<file path="src/rtl/mem_access_ctrl_pkg.sv">
// Shared types and constants for the memory access controller.
package mem_access_ctrl_pkg;

  typedef enum logic [1:0] {
    StIdle,
    StSetup,
    StAccess,
    StComplete
  } state_e;

  typedef enum logic [1:0] {
    DtByte = 2'b00,
    DtHalf = 2'b01,
    DtWord = 2'b10,
    DtRsvd = 2'b11
  } dt_e;

  localparam int unsigned TimeoutDefault = 15;

  // Reserved size or an address not aligned to the access size.
  function automatic logic access_bad(input logic [1:0] dt, input logic [7:0] addr);
    return (dt == DtRsvd) || (dt == DtHalf && addr[0]) ||
           (dt == DtWord && addr[1:0] != 2'b00);
  endfunction

endpackage

</file>
<file path="src/rtl/mem_access_ctrl_if.sv">
// Fetch port, data port and RAM handshake of the memory access controller.
interface mem_access_ctrl_if;
  logic        f_req;
  logic [7:0]  f_addr;
  logic        f_ack;
  logic        f_err;
  logic [31:0] f_rdata;

  logic        d_req;
  logic        d_rw;
  logic [1:0]  d_dt;
  logic        d_sign;
  logic [7:0]  d_addr;
  logic [31:0] d_wdata;
  logic        d_ack;
  logic        d_err;
  logic [31:0] d_rdata;

  logic [7:0]  mem_addr;
  logic [31:0] mem_wdata;
  logic        mem_rw;
  logic        mem_mov;
  logic [1:0]  mem_dt;
  logic        mem_sign;
  logic [31:0] mem_rdata;
  logic        mem_moc;

  logic        busy;

  modport slave (
    input  f_req, f_addr, d_req, d_rw, d_dt, d_sign, d_addr, d_wdata, mem_rdata, mem_moc,
    output f_ack, f_err, f_rdata, d_ack, d_err, d_rdata,
    output mem_addr, mem_wdata, mem_rw, mem_mov, mem_dt, mem_sign, busy
  );

  modport master (
    output f_req, f_addr, d_req, d_rw, d_dt, d_sign, d_addr, d_wdata, mem_rdata, mem_moc,
    input  f_ack, f_err, f_rdata, d_ack, d_err, d_rdata,
    input  mem_addr, mem_wdata, mem_rw, mem_mov, mem_dt, mem_sign, busy
  );
endinterface

</file>
<file path="src/rtl/mem_rr_arbiter.sv">
// Two-way round-robin arbiter; bit 0 is fetch, bit 1 is data.
module mem_rr_arbiter (
  input  logic       clk,
  input  logic       clr,
  input  logic       en,
  input  logic [1:0] req,
  output logic [1:0] gnt
);
  // Set when data was granted last; reset value makes fetch win the first tie.
  logic last_data_q;

  always_comb begin
    gnt = 2'b00;
    if (en) begin
      if (req == 2'b11) begin
        gnt = last_data_q ? 2'b01 : 2'b10;
      end else begin
        gnt = req;
      end
    end
  end

  always_ff @(posedge clk or posedge clr) begin
    if (clr) begin
      last_data_q <= 1'b1;
    end else if (gnt != 2'b00) begin
      last_data_q <= gnt[1];
    end
  end
endmodule

</file>
<file path="src/rtl/mem_access_ctrl.sv">
// Memory access controller: arbitrates fetch and data requests onto one RAM handshake
// with alignment checking and an access timeout. All outputs are registered.
module mem_access_ctrl
  import mem_access_ctrl_pkg::*;
#(
  parameter int unsigned TIMEOUT = TimeoutDefault
) (
  input logic              clk,
  input logic              clr,
  mem_access_ctrl_if.slave bus
);
  localparam logic [3:0] CntLast = 4'(TIMEOUT - 1);

  state_e     state_q;
  logic [3:0] cnt_q;
  logic       gnt_data_q;
  logic [1:0] gnt;
  logic [7:0] req_addr;
  logic [1:0] req_dt;
  logic       done_err;

  mem_rr_arbiter u_arb (
    .clk (clk),
    .clr (clr),
    .en  (state_q == StIdle),
    .req ({bus.d_req, bus.f_req}),
    .gnt (gnt)
  );

  assign req_addr = gnt[1] ? bus.d_addr : bus.f_addr;
  assign req_dt   = gnt[1] ? bus.d_dt : DtWord;
  assign done_err = !bus.mem_moc;

  always_ff @(posedge clk or posedge clr) begin
    if (clr) begin
      state_q       <= StIdle;
      cnt_q         <= '0;
      gnt_data_q    <= 1'b0;
      bus.f_ack     <= 1'b0;
      bus.f_err     <= 1'b0;
      bus.f_rdata   <= '0;
      bus.d_ack     <= 1'b0;
      bus.d_err     <= 1'b0;
      bus.d_rdata   <= '0;
      bus.mem_addr  <= '0;
      bus.mem_wdata <= '0;
      bus.mem_rw    <= 1'b0;
      bus.mem_mov   <= 1'b0;
      bus.mem_dt    <= '0;
      bus.mem_sign  <= 1'b0;
      bus.busy      <= 1'b0;
    end else begin
      bus.f_ack <= 1'b0;
      bus.f_err <= 1'b0;
      bus.d_ack <= 1'b0;
      bus.d_err <= 1'b0;
      case (state_q)
        StIdle: begin
          if (gnt != 2'b00) begin
            gnt_data_q    <= gnt[1];
            bus.mem_addr  <= req_addr;
            bus.mem_dt    <= req_dt;
            bus.mem_rw    <= gnt[1] ? bus.d_rw : 1'b1;
            bus.mem_sign  <= gnt[1] & bus.d_sign;
            bus.mem_wdata <= gnt[1] ? bus.d_wdata : '0;
            bus.busy      <= 1'b1;
            // Bad accesses never reach the RAM; they complete with an error straight away.
            if (access_bad(req_dt, req_addr)) begin
              state_q   <= StComplete;
              bus.f_ack <= gnt[0];
              bus.f_err <= gnt[0];
              bus.d_ack <= gnt[1];
              bus.d_err <= gnt[1];
            end else begin
              state_q <= StSetup;
            end
          end
        end
        StSetup: begin
          state_q     <= StAccess;
          bus.mem_mov <= 1'b1;
          cnt_q       <= '0;
        end
        StAccess: begin
          // mem_moc takes priority over a timeout landing on the same edge.
          if (bus.mem_moc || cnt_q == CntLast) begin
            state_q     <= StComplete;
            bus.mem_mov <= 1'b0;
            bus.f_ack   <= !gnt_data_q;
            bus.f_err   <= !gnt_data_q && done_err;
            bus.d_ack   <= gnt_data_q;
            bus.d_err   <= gnt_data_q && done_err;
            if (bus.mem_moc && bus.mem_rw) begin
              if (gnt_data_q) begin
                bus.d_rdata <= bus.mem_rdata;
              end else begin
                bus.f_rdata <= bus.mem_rdata;
              end
            end
          end else begin
            cnt_q <= cnt_q + 4'd1;
          end
        end
        StComplete: begin
          state_q  <= StIdle;
          bus.busy <= 1'b0;
        end
        default: state_q <= StIdle;
      endcase
    end
  end
endmodule
</file>
<file path="src/flat_wrapper.sv">
// flat-port wrapper written by rule: the top's interface ports become plain ports
module mem_access_ctrl_flat import mem_access_ctrl_pkg::*;
#(
  parameter int unsigned TIMEOUT = TimeoutDefault
)
  (clk, clr, bus_f_req, bus_f_addr, bus_d_req, bus_d_rw, bus_d_dt, bus_d_sign, bus_d_addr, bus_d_wdata, bus_mem_rdata, bus_mem_moc, bus_f_ack, bus_f_err, bus_f_rdata, bus_d_ack, bus_d_err, bus_d_rdata, bus_mem_addr, bus_mem_wdata, bus_mem_rw, bus_mem_mov, bus_mem_dt, bus_mem_sign, bus_busy);
  mem_access_ctrl_if bus_i ();
  input logic clk;
  input logic clr;
  input wire logic [$bits(bus_i.f_req)-1:0] bus_f_req;
  input wire logic [$bits(bus_i.f_addr)-1:0] bus_f_addr;
  input wire logic [$bits(bus_i.d_req)-1:0] bus_d_req;
  input wire logic [$bits(bus_i.d_rw)-1:0] bus_d_rw;
  input wire logic [$bits(bus_i.d_dt)-1:0] bus_d_dt;
  input wire logic [$bits(bus_i.d_sign)-1:0] bus_d_sign;
  input wire logic [$bits(bus_i.d_addr)-1:0] bus_d_addr;
  input wire logic [$bits(bus_i.d_wdata)-1:0] bus_d_wdata;
  input wire logic [$bits(bus_i.mem_rdata)-1:0] bus_mem_rdata;
  input wire logic [$bits(bus_i.mem_moc)-1:0] bus_mem_moc;
  output wire logic [$bits(bus_i.f_ack)-1:0] bus_f_ack;
  output wire logic [$bits(bus_i.f_err)-1:0] bus_f_err;
  output wire logic [$bits(bus_i.f_rdata)-1:0] bus_f_rdata;
  output wire logic [$bits(bus_i.d_ack)-1:0] bus_d_ack;
  output wire logic [$bits(bus_i.d_err)-1:0] bus_d_err;
  output wire logic [$bits(bus_i.d_rdata)-1:0] bus_d_rdata;
  output wire logic [$bits(bus_i.mem_addr)-1:0] bus_mem_addr;
  output wire logic [$bits(bus_i.mem_wdata)-1:0] bus_mem_wdata;
  output wire logic [$bits(bus_i.mem_rw)-1:0] bus_mem_rw;
  output wire logic [$bits(bus_i.mem_mov)-1:0] bus_mem_mov;
  output wire logic [$bits(bus_i.mem_dt)-1:0] bus_mem_dt;
  output wire logic [$bits(bus_i.mem_sign)-1:0] bus_mem_sign;
  output wire logic [$bits(bus_i.busy)-1:0] bus_busy;
  assign bus_i.f_req = bus_f_req;
  assign bus_i.f_addr = bus_f_addr;
  assign bus_i.d_req = bus_d_req;
  assign bus_i.d_rw = bus_d_rw;
  assign bus_i.d_dt = bus_d_dt;
  assign bus_i.d_sign = bus_d_sign;
  assign bus_i.d_addr = bus_d_addr;
  assign bus_i.d_wdata = bus_d_wdata;
  assign bus_i.mem_rdata = bus_mem_rdata;
  assign bus_i.mem_moc = bus_mem_moc;
  assign bus_f_ack = bus_i.f_ack;
  assign bus_f_err = bus_i.f_err;
  assign bus_f_rdata = bus_i.f_rdata;
  assign bus_d_ack = bus_i.d_ack;
  assign bus_d_err = bus_i.d_err;
  assign bus_d_rdata = bus_i.d_rdata;
  assign bus_mem_addr = bus_i.mem_addr;
  assign bus_mem_wdata = bus_i.mem_wdata;
  assign bus_mem_rw = bus_i.mem_rw;
  assign bus_mem_mov = bus_i.mem_mov;
  assign bus_mem_dt = bus_i.mem_dt;
  assign bus_mem_sign = bus_i.mem_sign;
  assign bus_busy = bus_i.busy;
  mem_access_ctrl #(.TIMEOUT(TIMEOUT)) u_core (.clk(clk), .clr(clr), .bus(bus_i));
endmodule
</file>
<file path="config.mk">
export PLATFORM = sky130hd
export DESIGN_NAME = mem_access_ctrl_flat
export DESIGN_NICKNAME = d
export VERILOG_FILES = /design/src/rtl/mem_access_ctrl_pkg.sv /design/src/rtl/mem_access_ctrl_if.sv /design/src/rtl/mem_rr_arbiter.sv /design/src/rtl/mem_access_ctrl.sv /design/src/flat_wrapper.sv
export SDC_FILE = /design/constraint.sdc
export NUM_CORES = 1
export LEC_CHECK = 0
export CAP_MARGIN = 40
export CORE_MARGIN = 2
export CORE_UTILIZATION = 46
export CTS_CLUSTER_DIAMETER = 50
export DETAILED_ROUTE_END_ITERATION = 16
export PLACE_DENSITY = 0.86
export SLEW_MARGIN = 10
export SYNTH_ARGS = -nofsm -noshare
export SYNTH_HDL_FRONTEND = slang
export SYNTH_SLANG_ARGS = --single-unit
</file>
<file path="constraint.sdc">
create_clock -name clk -period 10.51 [get_ports clk]
set_clock_uncertainty 0.1 [all_clocks]
set_input_delay 1.5765 -clock clk [delete_from_list [all_inputs] [get_ports clk]]
set_output_delay 1.5765 -clock clk [all_outputs]
set_load 0.01 [all_outputs]
</file>
Word level (Yosys, flattened, before mapping)
Index checks and enable logic that the tools add are counted.
- bits in registers: 122
- output and inout port bits: 114
- add/sub/neg operators: 1
- equal/unequal tests: 11
- mux-type cells: 29
- bitwise logic cells: 2
- reductions and logical operators: 22
- operators with widths (kind ; number):
    32-bit 2-to-1 mux ; 1
    2-bit 2-to-1 mux ; 7
    1-bit case mux with 2 select lines ; 6
    1-bit 2-to-1 mux ; 11
    2-bit == test, second input constant ; 5
    2-bit AND reduction ; 5
    8-bit 2-to-1 mux ; 1
    2-bit case mux with 4 select lines ; 1
    4-bit case mux with 2 select lines ; 1
    4-bit AND reduction ; 2
    2-bit nonzero test ; 4
    1-bit logical AND ; 5
    4-bit by 1-bit adder with 4-bit output, second input constant ; 1
    2-bit by 1-bit == test with 1-bit output, second input constant ; 2
    4-bit == test, second input constant ; 1
    4-bit 2-to-1 mux ; 1
    2-bit by 1-bit inequality test with 1-bit output, second input constant ; 2
    1-bit logical OR ; 3
    1-bit zero test ; 2
    2-bit zero test ; 1
    2-bit inequality test, second input constant ; 1
    1-bit AND ; 1
    1-bit inverter ; 1

Logic depth before layout (Yosys ltp)
- depth in word-level cells: 11
- gate-level depth with buffers: 7

By module
A second synthesis with hierarchy kept.
- cell total of the unflattened synthesis: 406
- area, all modules: 4997.3 um^2
- by module, submodules not included (module ; times used ; cells each ; area each (um^2)):
    mem_access_ctrl ; 1 ; 397 ; 4931.0
    mem_rr_arbiter ; 1 ; 9 ; 66.3

Worst setup path before layout
No wires, ideal clock.
- path kind: input to register
- from: in bus_f_req
- to: reg u_core.state_q[1]
- setup time: 138 ps
- arrival: 2256 ps
- data required time: 10272 ps
- path slack: 8016 ps
- stages: 5
- path through: nand2_1 > and3_1 > buf_2 > o311ai_1 > a31oi_1
- word-level cells in the longest chain between the ends: 11
- ends and longest elaborated chain (item ; line ; RTL):
    start: declaration ; flat_wrapper.sv:10 ; input wire logic [$bits(bus_i.f_req)-1:0] bus_f_req;
    2-bit == test ; mem_rr_arbiter.sv:15 ; if (req == 2'b11) begin
    2-bit 2-to-1 mux * ; mem_rr_arbiter.sv:15 ;
    2-bit 2-to-1 mux * ; mem_rr_arbiter.sv:14 ; if (en) begin
    2-bit 2-to-1 mux ; mem_access_ctrl.sv:31 ; assign req_dt = gnt[1] ? bus.d_dt : DtWord;
    2-bit by 1-bit == test with 1-bit output ; mem_access_ctrl_pkg.sv:22 ; return (dt == DtRsvd) || (dt == DtHalf && addr[0]) ||
    1-bit logical AND ; mem_access_ctrl_pkg.sv:22 ;
    1-bit logical OR (2 in series) ; mem_access_ctrl_pkg.sv:22 ;
    2-bit 2-to-1 mux ; mem_access_ctrl.sv:68 ; if (access_bad(req_dt, req_addr)) begin
    2-bit 2-to-1 mux ; mem_access_ctrl.sv:59 ; if (gnt != 2'b00) begin
    2-bit case mux with 4 select lines ; mem_access_ctrl.sv:57 ; case (state_q)
    end signal: assignment ; mem_access_ctrl.sv:69 ; state_q <= StComplete;
    end signal: assignment ; mem_access_ctrl.sv:75 ; state_q <= StSetup;
    end signal: assignment ; mem_access_ctrl.sv:80 ; state_q <= StAccess;
    end: declaration ; mem_access_ctrl.sv:14 ; state_e state_q;
Every way passes the cells marked *; elsewhere a longest branch is shown, timed or not. The select of a mux whose other input is x is not followed.
A chain may end at the register's enable or synchronous reset.

Final worst setup path
- from: reg u_core.bus.mem_rw
- to: out bus_mem_rw
- RTL lines (item ; line ; RTL):
    start: declaration ; mem_access_ctrl_if.sv:33 ; output mem_addr, mem_wdata, mem_rw, mem_mov, mem_dt, mem_sign, busy
    start signal: assignment ; mem_access_ctrl.sv:63 ; bus.mem_rw <= gnt[1] ? bus.d_rw : 1'b1;
    end: declaration ; flat_wrapper.sv:28 ; output wire logic [$bits(bus_i.mem_rw)-1:0] bus_mem_rw;
No word-level cell between the ends.

==> results.cfg <==
[place]
gp_congestion = 0.753
dp_hpwl_um = 8690
post-place-ws_ns = 6.97
io_buffers = 202

[global_route]
grt_pass1_vias = 3722
antenna_found_initial = 0
track_usage_pct = 22.0
grt_start_max_net_pins = 63
gr-total-overflow = 0
grt_first_pass_wirelength_um = 19200

[clock_tree]
hold_buffers = 0
clk_latency_ns = 0.50
postCtsSetupRepairBufs = 0
cts_made_buffers = 17
cts_buffer_depth = 2
cts_max_level = 4
cts_root_buffer = clkbuf_8
clock-sinks = 122
clk_pin_slew_ns = 0.06
ctsResizeCount = 0
cts_tree = built

[worst_setup_path]
crit_slowest_cell = clkdlybuf4s50_1
cp_slowest_stage_delay_ns = 0.58
worst_r2r_path_depth = 4
crit_start = u_core.bus.mem_rw$_DFFE_PP0P_
critPathCaptureType = primary output
reg2reg_to = u_core.bus.d_rdata[27]$_DFFE_PP0P_
crit_path_cell_trace = clkdlybuf4s50_1
critPathLaunchType = flip-flop
crit_buf_inv = 1
critPathKind = reg -> out
crit_end = bus_mem_rw
arrival_ns = 1.56
critPathMaxFanout = 4
cp.required_ns = 8.83
crit_family = buffers and inverters
r2r_setup_slack_ns = 8.12
worst-path-stages = 1
reg2reg_from = u_core.state_q[0]$_DFFE_PP0P_

[yosys]
synth_ff_type = dfrtp_1
syn_area_per_cell_um2 = 14.3
ys_types = 35
ys_seq_area_share_pct = 63.4
synth_warnings = 0
synthesis.nets = 432
synth_area_leaders = dfrtp_1, mux2_2, a22o_1
yosysTopAreaCell = dfrtp_1
yosys.area.top_type_share_pct = 62.9
synth_edf_count = 0
async_flop_share_pct = 100
synth.most_common_cell = dfrtp_1
synthTopCellsByCount = dfrtp_1, mux2_2, a22o_1, nand2_1, nor2_1
synth_area_um2 = 4820
ys_ff_latch = 122
postSynthCellCount = 336

[run]
cap_violations = 0

[pwr]
switchingPower_mw = 0.741
combPwrFrac_pct = 40.0
p_int_mw = 1.73
fin_total_pwr_mw = 2.47
p_leak_nw = 3.29
seq_power_share_pct = 34.0
vdd_ir_drop_max_mv = 0.155
clock_power_share_pct = 26.0
p_sw_share_pct = 30.0
power_density_nw_per_um2 = 327

[sta]
final_hold_viol_count = 0
tightest_slew_ns = 0.821
setup_viol = 0
drv_slew = 0
period_minus_slack_ns = 3.23
setup_slack_ns = 7.28
timing.final.crit_share_pct = 30.8
rsz0062_at_grt = no
max_freq_mhz = 309
tns_ns = 0
max_slew_margin_pct = 45.2

[die]
dieArea_um2 = 11300
fp.dieW_um = 106
pin_count = 203
core_um2 = 10200
initial_core_util_pct = 47.1
row_count = 37
die_h_um = 106

[finish]
area_growth_pct = 56.6
drive_gt1_share_pct = 18.6
finish.utilization_pct = 73.7
layout.nets = 637
antenna_cells = 0

[route]
wirelength_um = 12000
firstDrtPassIters = 4
dr.first_iter.drc_count = 97
postRouteAntennaNets = 0
via_count = 3513
drc = 0
viasPerCell = 5.09
wire_per_inst_um = 17.4

[worst_hold_path]
whs_path_depth = 2
min_path_type = reg -> reg

[status]
outcome = completed
[placed cells by master (no fill, tap or decap), types with 4 or more instances in the layout]
cell type	Yosys	layout
clkdlybuf4s50_1	0	202
dfrtp_1	121	121
mux2_2	61	61
a22o_1	34	34
nand2_1	24	24
clkbuf_16	0	16
nor2_1	14	14
a31oi_1	10	10
ha_1	7	7
o21ai_0	6	6
nand3_1	5	5
bufinv_16	0	5
inv_1	5	4
nand2b_1	4	4
clkbuf_8	4	4
[final cells by class]
cell class / count / area [um^2]
clock inverter: 12 / 209
timing repair buffer: 205 / 2040
inverter: 5 / 21.3
tap: 136 / 170
clock buffer: 20 / 455
sequential: 122 / 3050
multi-input combinational: 190 / 1590
fill: 653 / 2690
[metrics by stage]
stage / hold WS [ns] / area, um^2 / cells
after global routing: 0.401 / 7540 / 690
after CTS: 0.384 / 7540 / 690
after detailed placement: 0.376 / 6880 / 658
after global placement: 0.361 / 6880 / 658
final: 0.384 / 7540 / 690
after floorplan: 0.344 / 4820 / 336
[worst reg2reg max path: stages, from the launching register on]
cell,delay (ns)
dfrtp_1,0.42
inv_1,0.13
ha_1,0.49
nand4_4,0.61
mux2_1,0.54
[layer usage]
metal,share of wire [%],track usage (%),vias to the layer above
li1,-,-,1627
met1,41,26.3,1704
met2,48,36.3,167
met3,10,8.71,15
met4,1.3,7.42,0
met5,0,0,-
[power groups by stage]
| stage | Sequential, mW | Clock [mW] | Combinational, mW |
|---|---|---|---|
| after floorplan | 0.919 | 0 | 0.367 |
| after global placement | 0.834 | 0 | 0.964 |
| after detailed placement | 0.843 | 0 | 0.997 |
| after CTS | 0.841 | 0.652 | 0.999 |
| after global routing | 0.866 | 0.675 | 1.06 |
| final | 0.839 | 0.641 | 0.988 |
[cells by family (layout without fill, tap and decap cells)]
| kind of cell | Yosys count | after routing | synth area share [%] |
|---|---|---|---|
| simple gates | 55 | 55 | 5.72 |
| xor+xnor | 2 | 2 | 0.364 |
| flops | 122 | 122 | 63.4 |
| buf+inv | 24 | 242 | 3.59 |
| compound gates | 62 | 62 | 9.98 |
| mux | 64 | 64 | 15.1 |
| fa+ha+maj | 7 | 7 | 1.82 |
[registers in the layout, indices dropped and copies added, names as in the netlist]
register,count
u_core.bus.mem_addr,8
u_core.bus.f_ack,1
u_core.bus.d_err,1
u_core.bus.mem_dt,2
u_core.cnt_q,4
u_core.bus.f_err,1
u_core.bus.busy,1
u_core.bus.d_ack,1
u_core.bus.mem_sign,1
u_core.bus.f_rdata,32
u_core.u_arb.last_data_q,1
u_core.bus.mem_rw,1
u_core.state_q,2
u_core.bus.mem_wdata,32
u_core.bus.d_rdata,32
u_core.bus.mem_mov,1
u_core.gnt_data_q,1
[worst min path at each step]
| stage | slack, ns | start | end |
|---|---|---|---|
| after global placement | 0.36 | u_core.u_arb.last_data_q$_DFFE_PP1P_ | u_core.u_arb.last_data_q$_DFFE_PP1P_ |
| final | 0.38 | u_core.u_arb.last_data_q$_DFFE_PP1P_ | u_core.u_arb.last_data_q$_DFFE_PP1P_ |
| after CTS | 0.38 | u_core.u_arb.last_data_q$_DFFE_PP1P_ | u_core.u_arb.last_data_q$_DFFE_PP1P_ |
| after global routing | 0.40 | u_core.u_arb.last_data_q$_DFFE_PP1P_ | u_core.u_arb.last_data_q$_DFFE_PP1P_ |
| after detailed placement | 0.38 | u_core.u_arb.last_data_q$_DFFE_PP1P_ | u_core.u_arb.last_data_q$_DFFE_PP1P_ |
| after floorplan | 0.34 | u_core.u_arb.last_data_q$_DFFE_PP1P_ | u_core.u_arb.last_data_q$_DFFE_PP1P_ |
No activity file was read; power rests on OpenSTA's default activity.
